--- src/rtl/dm_arbiter_pkg.sv ---
// Shared definitions for the core/DMA memory-port arbiter: owner encoding,
// starve-counter width and the default starvation limit.
package dm_arbiter_pkg;

  // Consecutive contended core grants tolerated before the DMA is forced through.
  localparam int unsigned StarveLimitDefault = 4;

  // Wide enough for the largest legal limit (7).
  localparam int unsigned StarveW = 3;

  // Who owns the access issued in the previous cycle; steers the read-data return.
  typedef enum logic [1:0] {
    OwnNone  = 2'd0,
    OwnCore  = 2'd1,
    OwnDmaRd = 2'd2,
    OwnDmaWr = 2'd3
  } owner_e;

  // Owner code for a granted DMA access of the given direction.
  function automatic owner_e dma_owner(input logic we);
    return we ? OwnDmaWr : OwnDmaRd;
  endfunction

endpackage

--- src/rtl/dm_arbiter.sv ---
// Arbitrates a single synchronous-read memory port between the core and a DMA
// requester. The core wins contention unless the DMA has been refused
// STARVE_LIMIT times in a row. Grants are combinational; nothing is buffered.
module dm_arbiter
  import dm_arbiter_pkg::*;
#(
  parameter int unsigned STARVE_LIMIT = StarveLimitDefault
) (
  input  logic        clk,
  input  logic        resetb,
  // Core side
  input  logic [3:0]  c_be,
  input  logic        c_we,
  input  logic [31:0] c_addr,
  input  logic [31:0] c_di,
  input  logic        c_is_signed,
  output logic [31:0] c_do,
  output logic        c_stall,
  // DMA side
  input  logic        d_req,
  input  logic        d_we,
  input  logic [3:0]  d_be,
  input  logic [31:0] d_addr,
  input  logic [31:0] d_di,
  output logic        d_gnt,
  output logic        d_rvalid,
  output logic [31:0] d_do,
  // Memory side
  output logic [3:0]  m_be,
  output logic        m_we,
  output logic [31:0] m_addr,
  output logic [31:0] m_di,
  output logic        m_is_signed,
  input  logic [31:0] m_do
);

  localparam logic [StarveW-1:0] Limit = StarveW'(STARVE_LIMIT);

  logic [StarveW-1:0] starve_q, starve_d;
  owner_e             owner_q, owner_d;

  logic c_req;
  logic dma_win;
  logic core_win;

  // Grant decision; everything is forced idle while reset is asserted.
  always_comb begin
    c_req    = resetb & (|c_be);
    dma_win  = resetb & d_req & (~c_req | (starve_q >= Limit));
    core_win = c_req & ~dma_win;
  end

  // Memory-port mux and handshake outputs; the port is all-zero when idle so a
  // stalled core never leaks onto it.
  always_comb begin
    m_be        = 4'h0;
    m_we        = 1'b0;
    m_addr      = 32'h0;
    m_di        = 32'h0;
    m_is_signed = 1'b0;
    d_gnt       = dma_win;
    c_stall     = c_req & dma_win;
    if (dma_win) begin
      m_be   = d_be;
      m_we   = d_we;
      m_addr = d_addr;
      m_di   = d_di;
    end else if (core_win) begin
      m_be        = c_be;
      m_we        = c_we;
      m_addr      = c_addr;
      m_di        = c_di;
      m_is_signed = c_is_signed;
    end
  end

  // Next owner and starve count; the counter only advances while the DMA is
  // actually being refused, so it clears on a DMA grant or a dropped d_req.
  always_comb begin
    starve_d = '0;
    owner_d  = OwnNone;
    if (dma_win) begin
      owner_d = dma_owner(d_we);
    end else if (core_win) begin
      owner_d = OwnCore;
      if (d_req) begin
        starve_d = starve_q + StarveW'(1);
      end
    end
  end

  // Owner and starve-counter state.
  always_ff @(posedge clk or negedge resetb) begin
    if (!resetb) begin
      starve_q <= '0;
      owner_q  <= OwnNone;
    end else begin
      starve_q <= starve_d;
      owner_q  <= owner_d;
    end
  end

  // Read data is shared; d_rvalid marks the cycle that belongs to a DMA read.
  always_comb begin
    c_do     = m_do;
    d_do     = m_do;
    d_rvalid = (owner_q == OwnDmaRd);
  end

endmodule

--- config.mk ---
export PLATFORM = sky130hd
export DESIGN_NAME = dm_arbiter
export DESIGN_NICKNAME = d
export VERILOG_FILES = /design/src/rtl/dm_arbiter_pkg.sv /design/src/rtl/dm_arbiter.sv
export SDC_FILE = /design/constraint.sdc
export NUM_CORES = 1
export LEC_CHECK = 0
export CAP_MARGIN = 40
export CORE_AREA = 2 2 120 122
export DETAILED_ROUTE_END_ITERATION = 7
export DIE_AREA = 0 0 122 124
export PLACE_DENSITY = 0.6
export REMOVE_ABC_BUFFERS = 1
export SYNTH_ARGS = -nofsm -noshare
export SYNTH_HDL_FRONTEND = slang
export SYNTH_SLANG_ARGS = --single-unit
--- constraint.sdc ---
create_clock -name clk -period 2.2 [get_ports clk]
set_input_delay 0.66 -clock clk [delete_from_list [all_inputs] [get_ports clk]]
set_output_delay 0.66 -clock clk [all_outputs]
set_load 0.02 [all_outputs]
# Word-level counts from Yosys, hierarchy flattened
# Cells that the tools add are included.
totals:
  elab_cells: 30
  romBits: 0
  inputBits: 174
  mem_bits_rw: 0
  latchBits: 0
  output_inout_bits: 137
  mem_count: 0
  register_bits: 5
op_classes:
  n_mux: 16
  bitwise: 8
  shift: 0
  n_reduce_logical: 1
  magnitude_cmp: 1
  multipliers: 0
  addsub: 1
  n_eq_ne: 1
  div_mod_pow: 0
ops:
  columns: ["op", "n"]
  rows:
  - ["32-bit two-way mux", 4]
  - ["3-bit two-way mux", 3]
  - ["4-bit two-way mux", 2]
  - ["1-bit two-way mux", 6]
  - ["1-bit AND", 5]
  - ["4-bit OR reduction", 1]
  - ["3-bit by 1-bit adder with 3-bit output (second input constant)", 1]
  - ["3-bit greater-or-equal comparator (second input constant)", 1]
  - ["2-bit equality test (second input constant)", 1]
  - ["2-bit two-way mux", 1]
  - ["1-bit NOT", 2]
  - ["1-bit bitwise OR", 1]

# Longest topological paths before layout
# Gate-level depths: netlist of run 1.
logic_depth:
  word_depth: 9
  ltp_mapped: 6
  ltp_nobuf: 3

# Least setup slack after synthesis of run 1
# Ideal clock, no wire load.
synth_timing:
  kind: "input-to-output"
  startpoint: "input c_be[0]"
  endpoint: "output m_be[0]"
  path_buffers: 1
  path_stages: 4
  setup_slack_ns: -0.270
  arrival_ns: 1.810
  cell_sequence: "nor4_4 > nor2_1 > buf_2 > o21ai_0"
synth_between:
  elab_chain_cells: 9
synth_lines:
  columns: ["item", "line", "source"]
  rows:
  - ["from (decl)", "dm_arbiter.sv:12", "input logic [3:0] c_be,"]
  - ["4-bit OR reduction", "dm_arbiter.sv:48", "c_req = resetb & (|c_be);"]
  - ["1-bit AND", "dm_arbiter.sv:48", null]
  - ["1-bit NOT", "dm_arbiter.sv:49", "dma_win = resetb & d_req & (~c_req | (starve_q >= Limit));"]
  - ["1-bit bitwise OR", "dm_arbiter.sv:49", null]
  - ["1-bit AND", "dm_arbiter.sv:49", null]
  - ["1-bit NOT", "dm_arbiter.sv:50", "core_win = c_req & ~dma_win;"]
  - ["1-bit AND", "dm_arbiter.sv:50", null]
  - ["4-bit two-way mux", "dm_arbiter.sv:68", "end else if (core_win) begin"]
  - ["4-bit two-way mux (*)", "dm_arbiter.sv:63", "if (dma_win) begin"]
  - ["to (decl)", "dm_arbiter.sv:29", "output logic [3:0] m_be,"]
# Mark *: on every way between the ends. The rest lies on a longest branch, timed or not.

# Worst setup path after layout of run 1
layout_timing:
  startpoint: "input c_be[1]"
  endpoint: "output m_addr[25]"
layout_between:
  elab_chain_cells: 9
layout_lines:
  columns: ["item", "line", "source"]
  rows:
  - ["4-bit OR reduction (*)", "dm_arbiter.sv:48", null]
  - ["1-bit AND (*)", "dm_arbiter.sv:48", null]
  - ["1-bit NOT", "dm_arbiter.sv:49", null]
  - ["1-bit bitwise OR", "dm_arbiter.sv:49", null]
  - ["1-bit AND", "dm_arbiter.sv:49", null]
  - ["1-bit NOT", "dm_arbiter.sv:50", null]
  - ["1-bit AND", "dm_arbiter.sv:50", null]
  - ["32-bit two-way mux", "dm_arbiter.sv:68", null]
  - ["32-bit two-way mux (*)", "dm_arbiter.sv:63", null]
  - ["to (decl)", "dm_arbiter.sv:31", "output logic [31:0] m_addr,"]
# Marks and branches as above.

==> run_results.csv, run 1 <==
group,metric,value,unit
logic_synthesis,synth_area_leaders,"sky130_fd_sc_hd__buf_4 (25%), sky130_fd_sc_hd__o22ai_1 (21%), sky130_fd_sc_hd__nand3_1 (16%), sky130_fd_sc_hd__nand2_1 (16%), sky130_fd_sc_hd__dfrtp_1 (6.5%)",
setup_path,crit-reg2reg-launch,"starve_q[2]$_DFF_PN0_",
flow_run,max-cap-violations,0,
clocking,clk_pin_slew_worst_paths,0.03,ns
floorplanning,floorplan.core_area,13720,sq um
placed_design,hpwlAfterDp,9321,um
power_and_ir_drop,ir_drop,0.0001629,V
final_layout,most-common-layout-cells,"sky130_fd_sc_hd__clkdlybuf4s50_1 (136), sky130_fd_sc_hd__nand2_1 (80), sky130_fd_sc_hd__buf_6 (67)",
detailed_routing,wl,14250,um
power_and_ir_drop,powerDensity,260.5,nW/um^2
setup_path,top_fanout_value_on_the_critical_path,8,
logic_synthesis,yosys.area.top_type,"sky130_fd_sc_hd__buf_4",
final_layout,fillCellCount,1376,
global_route,grt_start_max_net_pins,52,
final_layout,final_common_cell,"sky130_fd_sc_hd__clkdlybuf4s50_1",
sta,drv_slew,0,
floorplanning,initial_utilization,13.99,%
clocking,hold_buffer_count_at_cts,0,
sta,fraction_of_the_cycle_the_final_worst_path_needs,116.1,%
detailed_routing,route.detailed.drc,0,
floorplanning,floorplan.die.height,124,um
worst_hold_path,hp-class,"flop to flop",
global_route,grt_antenna_before_repair,0,
detailed_routing,drt_pre_antenna_iters,4,
final_layout,final_area,5428,sq um
outcome,run_status,"finished with violations",
logic_synthesis,area_share_of_the_largest_cell_type_after_synthesis,25.03,%
clocking,tritoncts.num_buffers,3,
sta,final.min_clock_period,2.554,ns
setup_path,setup.worst_path.start_class,"input port",
clocking,htreeDepth,1,
sta,fmaxAchievable,0.3916,GHz
clocking,clk-insertion-delay-late,0.22,ns
setup_path,r2r_setup_slack,0.97,ns
detailed_routing,num_vias,3183,
final_layout,seq_area,125.1,sq um
setup_path,critical-path-max-stage-delay,0.28,ns
sta,finalSetupViolations,71,
clocking,cts_max_path_buffers,2,
setup_path,reg2reg_to,"owner_q[0]$_DFF_PN0_",
setup_path,timing.setup.critical_path_class,"input port to output port",
final_layout,multi_input_gate_area_in_the_final_layout,1912,sq um
global_route,global_route.overflow_total,0,
sta,grt_setup_unrepaired,"true",
final_layout,drive_gt1_share,41.04,%
logic_synthesis,avg_synthesized_cell_area,5.816,sq um
final_layout,antenna_cells,0,
detailed_routing,postRouteAntennaNets,0,
setup_path,cpMaxStageDelayCell,"sky130_fd_sc_hd__nor4_4",
logic_synthesis,synthesis.area,1919,sq um
global_route,overall_track_demand_over_capacity_in_global_routing,17.31,%
setup_path,cp_common_cell,"sky130_fd_sc_hd__buf_12",
final_layout,final_design_utilization,39.56,%
logic_synthesis,ys.warnings.count,0,
detailed_routing,vias_per_cell,4.667,
outcome,violated_checks,"negative setup slack",
setup_path,timing.critical_path.arrival,1.89,ns
setup_path,endpoint_kind,"output port",
clocking,cts_root_buffer,"sky130_fd_sc_hd__clkbuf_16",
floorplanning,design.die.area,15130,sq um
sta,final.setup.tns,-21.80,ns
floorplanning,core.rowCount,43,
final_layout,num-nets-final,678,
global_route,grt_pass1_vias,3352,
logic_synthesis,yosys_register_bits,5,
logic_synthesis,synth_cells,330,
placed_design,postPlaceCellArea,3955,sq um
setup_path,worst_setup_path_startpoint,"c_be[1]",
floorplanning,die_outline_width,122,um
setup_path,worst-endpoint-required,1.54,ns
global_route,wire_length_of_the_first_global_routing_pass,19520,um
floorplanning,top_ports,311,
setup_path,reg2reg_depth,5,
sta,timing.clock.skew,0.0001733,ns
sta,hold_viol_final,0,
sta,final.setup.worst_slack,-0.3535,ns
placed_design,port_buffers,214,
clocking,clkSinkCount,5,
sta,tightest_slew,0.2491,ns
setup_path,cp_cell_sequence,"buf_8 > nor4_4 > nand2b_4 > buf_12 > buf_12 > buf_16 > o22ai_4 > buf_6",
setup_path,crit_path_end,"m_addr[25]",
power_and_ir_drop,power.leakage,2.069,nW
placed_design,routabilityCongestion,0.8677,
sta,worst_slew_margin_rel,83.34,%
logic_synthesis,synthDistinctLibCells,20,
logic_synthesis,synth-seq-area-share,6.519,%
detailed_routing,drt-wirelength-per-cell,20.90,um
final_layout,areaGrowthSynthToFinish,182.8,%
clocking,tritoncts_clock_tree,"done",
detailed_routing,detailedRoute.firstIterationViolations,118,
power_and_ir_drop,totalPowerFinal,0.001414,W
stage by stage:
stage	worst slack (ns)	hold WS, ns	std cells
final	-0.3535	0.4481	682
after detailed placement	-1.135	0.4544	650
after global placement	-1.158	0.4257	650
after CTS	-0.3516	0.4583	680
after global routing	-0.4218	0.4640	682
after floorplan	-2.131	0.3644	230
metal layers:
| metal | up-vias | GRT usage (%) | part of all wire (%) |
|---|---|---|---|
| li1 | 1452 | - | - |
| met1 | 1466 | 19.39 | 38 |
| met2 | 240 | 26.85 | 45 |
| met3 | 23 | 10.49 | 15 |
| met4 | 2 | 5.603 | 1.9 |
| met5 | - | 4.514 | 0.39 |
worst min-delay path by stage:
stage	slack (ns)	cells after the start	endpoint	from
2_1_floorplan	0.36	0	owner_q[0]$_DFF_PN0_	resetb
3_5_place_dp	0.45	1	starve_q[0]$_DFF_PN0_	starve_q[0]$_DFF_PN0_
4_1_cts	0.46	2	owner_q[0]$_DFF_PN0_	resetb
5_1_grt	0.46	1	starve_q[0]$_DFF_PN0_	starve_q[0]$_DFF_PN0_
3_3_place_gp	0.43	1	starve_q[0]$_DFF_PN0_	starve_q[0]$_DFF_PN0_
6_report	0.45	1	starve_q[0]$_DFF_PN0_	starve_q[0]$_DFF_PN0_
critical path: cells and delay by family:
| kind | cells | cell delay (ns) |
|---|---|---|
| buffers and inverters | 5 | 0.65 |
| and+or+nand+nor | 2 | 0.48 |
| AOI/OAI and AO/OA | 1 | 0.09 |
where the power goes:
group | switching, W | internal, W | total (W)
Clock | 0.0000557 | 0.000240 | 0.000295
Sequential | 0.00000127 | 0.0000956 | 0.0000968
Combinational | 0.000430 | 0.000592 | 0.00102
repair_timing:
item | in CTS | in global routing
endpoints found under the setup margin | 72 | 72
gates resized for setup | 554 | 38
pin swaps | 33 | 2
gates cloned | 12 | 1
setup buffers | 15 | 2
sequential cells by signal, indices dropped and copies added (netlist names):
name,cells
starve_q,3
owner_q,2
synth_stat cells, drive strengths merged:
| cell | n |
|---|---|
| o22ai | 65 |
| nand2b | 1 |
| a21boi | 1 |
| dfrtp | 5 |
| nor3b | 1 |
| clkbuf | 24 |
| nor4 | 2 |
| o21ai | 4 |
| and2 | 3 |
| nor2b | 1 |
| nand2 | 80 |
| nand3 | 62 |
| nor3 | 1 |
| ha | 1 |
| nor2 | 3 |
| buf | 76 |
cell families after synthesis:
logic type	Yosys count	share of synthesized area [%]
compound gates	70	22.62
fa+ha+maj	1	0.6518
buf+inv	100	34.09
flops	5	6.519
simple gates	154	36.12
cell type report:
class | count | area share, %
clock buffers | 4 | 1.452
repair buffers | 268 | 56.87
multi-input cells | 225 | 35.22
flip-flops and latches | 5 | 2.305
well taps | 180 | 4.149
Power figures use the tool's default switching activity.
==> inputs of run 2 (changes only) <==
--- a/config.mk
+++ b/config.mk
@@ -9,6 +9,7 @@
 export CORE_AREA = 2 2 120 122
 export DETAILED_ROUTE_END_ITERATION = 7
 export DIE_AREA = 0 0 122 124
+export MAX_ROUTING_LAYER = met4
 export PLACE_DENSITY = 0.6
 export REMOVE_ABC_BUFFERS = 1
 export SYNTH_ARGS = -nofsm -noshare
==> constraint.sdc (replaced) <==
create_clock -name clk -period 2.2 [get_ports clk]
set_input_delay 0.66 -clock clk [delete_from_list [all_inputs] [get_ports clk]]
set_output_delay 0.66 -clock clk [all_outputs]
set_load 0.05 [all_outputs]
==> run 2 against run 1 <==
Compared with the run above: the run still ends with negative setup slack left; largest cell class unchanged; final cell count fell by 0.29%; wire length fell by 0.27%; core utilization fell by 0.68 points; final area decreased by 1.7%; register-to-register slack got worse by 0.14 ns; first-iteration DRC count shrank 11%; clock skew rose by 0.0023 ns; fmax fell by 0.80%; sequential cell count is the same; die area unchanged; non-clock buffer count is 2 lower.
==> run_results.csv, run 2 (synthesized netlist as in run 1, its figures left out) <==
group,metric,value,unit
outcome,run_status,"finished with violations",
outcome,violated_checks,"negative setup slack",
placed_design,port_buffers,214,
floorplanning,top_ports,311,
sta,final.setup.worst_slack,-0.3740,ns
setup_path,endpoint_kind,"output port",
final_layout,registers.top_by_ff_count,"starve_q",
clocking,clk-insertion-delay-late,0.23,ns
power_and_ir_drop,share_comb_of_total_power,74.7,%
power_and_ir_drop,switching_share,42.12,%
power_and_ir_drop,ir_drop,0.0001182,V
final_layout,largest_reg_flops,3,
placed_design,routabilityCongestion,0.8330,
floorplanning,core.rowCount,43,
sta,drv_slew,0,
sta,hold_viol_final,0,
final_layout,drive_gt1_share,41.60,%
detailed_routing,drt-wirelength-per-cell,20.91,um
detailed_routing,vias_per_cell,4.726,
setup_path,critPathTopFamily,"buffers and inverters",
sta,fraction_of_the_cycle_the_final_worst_path_needs,117.0,%
detailed_routing,num_vias,3214,
sta,grt_setup_unrepaired,"true",
power_and_ir_drop,clock_power_share,19.3,%
clocking,cts_max_path_buffers,2,
power_and_ir_drop,powerDensity,298.9,nW/um^2
floorplanning,design.die.area,15130,sq um
clocking,cts_root_buffer,"sky130_fd_sc_hd__clkbuf_16",
floorplanning,floorplan.die.height,124,um
sta,worst_slew_margin_rel,80.77,%
final_layout,antenna_cells,0,
sta,final.min_clock_period,2.574,ns
placed_design,post-place-cells,655,
setup_path,crit-reg2reg-launch,"starve_q[2]$_DFF_PN0_",
setup_path,timing.setup.critical_path_class,"input port to output port",
clocking,hold_buffer_count_at_cts,0,
global_route,grt_start_max_net_pins,55,
final_layout,reg.largest.list,"starve_q x3, owner_q x2",
floorplanning,initial_utilization,13.99,%
setup_path,timing.critical_path.arrival,1.91,ns
setup_path,worstPathBufferInverterCount,4,
floorplanning,floorplan.core_area,13720,sq um
flow_run,max-cap-violations,0,
floorplanning,die_outline_width,122,um
sta,timing.clock.skew,0.002443,ns
clocking,tritoncts.num_buffers,3,
final_layout,most-common-layout-cells,"sky130_fd_sc_hd__clkdlybuf4s50_1 (135), sky130_fd_sc_hd__nand2_1 (80), sky130_fd_sc_hd__buf_6 (66)",
setup_path,top_fanout_value_on_the_critical_path,22,
sta,finalSetupViolations,72,
final_layout,final_design_utilization,38.88,%
setup_path,worst-endpoint-required,1.54,ns
power_and_ir_drop,sequentialPowerShare,6.1,%
clocking,tritoncts_clock_tree,"done",
global_route,wire_length_of_the_first_global_routing_pass,18130,um
power_and_ir_drop,power.leakage,2.017,nW
global_route,grt_pass1_vias,3261,
global_route,overall_track_demand_over_capacity_in_global_routing,16.54,%
final_layout,final_common_cell,"sky130_fd_sc_hd__clkdlybuf4s50_1",
sta,tightest_slew,0.2858,ns
power_and_ir_drop,totalPowerFinal,0.001594,W
worst_hold_path,hp-class,"input port to async pin",
setup_path,cp_common_cell,"sky130_fd_sc_hd__buf_4",
setup_path,cpMaxStageDelayCell,"sky130_fd_sc_hd__buf_8",
setup_path,critical-path-max-stage-delay,0.32,ns
detailed_routing,detailedRoute.firstIterationViolations,105,
clocking,clkSinkCount,5,
detailed_routing,wl,14220,um
detailed_routing,route.detailed.drc,0,
global_route,global_route.overflow_total,0,
final_layout,instances_no_fill,680,
setup_path,setup.worst_path.start_class,"input port",
final_layout,areaGrowthSynthToFinish,177.9,%
power_and_ir_drop,power.switching,0.0006716,W
placed_design,postPlaceCellArea,3885,sq um
setup_path,worst_setup_path_startpoint,"c_be[0]",
placed_design,hpwlAfterDp,9227,um
detailed_routing,drt_pre_antenna_iters,4,
sta,fmaxAchievable,0.3885,GHz
global_route,grt_antenna_before_repair,0,
clocking,clk_pin_slew_worst_paths,0.04,ns
detailed_routing,postRouteAntennaNets,0,
power_and_ir_drop,p_int,0.0009228,W
final_layout,final_area,5334,sq um
setup_path,cp_cell_sequence,"clkdlybuf4s15_2 > nor4_4 > buf_4 > nor2_4 > buf_8 > o22ai_1 > buf_4",
clocking,htreeDepth,1,
placed_design,post-place-ws,-0.8326,ns
final_layout,num-nets-final,676,
[run 2: path summary, 6_finish.rpt]
kind / cells after the start / slack [ns] / end
worst min-delay path: 2 / 0.40 / starve_q[1]$_DFF_PN0_
min in group clk: 1 / 0.48 / starve_q[0]$_DFF_PN0_
worst min register to register: 1 / 0.48 / starve_q[0]$_DFF_PN0_
worst max register to register: 6 / 0.83 / owner_q[1]$_DFF_PN0_
max in group asynchronous: 3 / 1.49 / owner_q[0]$_DFF_PN0_
worst max-delay path: 7 / -0.37 / m_di[20]
[run 2: cell type report]
cell class / count / area [sq um]
fillers: 1325 / 8386
repair buffers: 266 / 2989
multi-input cells: 225 / 1916
well taps: 180 / 225.2
flip-flops and latches: 5 / 125.1
clock buffers: 4 / 78.83
[run 2: repair_timing]
action,in CTS,in global routing
buffers inserted,12,1
pin swaps,19,7
gates cloned,8,4
gates resized for setup,170,55
setup endpoints to repair,72,72
[run 2: through the flow]
step | setup TNS, ns | hold WS, ns
after floorplan | -166.68 | 0.3644
after global placement | -50.94 | 0.4264
after detailed placement | -53.73 | 0.4655
after CTS | -24.45 | 0.4000
after global routing | -28.36 | 0.4167
final | -22.84 | 0.4005
[run 2: metal layers]
metal	global-route usage, %	up-vias	part of all wire (%)
li1	-	1447	-
met1	17.56	1498	38
met2	26.54	251	46
met3	9.295	18	14
met4	4.670	0	1.6
met5	-	-	0
[run 2: power by group through the flow]
stage | clock (W) | combinational (W) | sequential, W
floorplan | 0 | 0.000406 | 0.0000975
global placement | 0 | 0.000920 | 0.0000977
detailed placement | 0 | 0.000927 | 0.0000980
CTS | 0.000312 | 0.00112 | 0.0000969
global route | 0.000312 | 0.00124 | 0.0000973
finish | 0.000307 | 0.00119 | 0.0000970
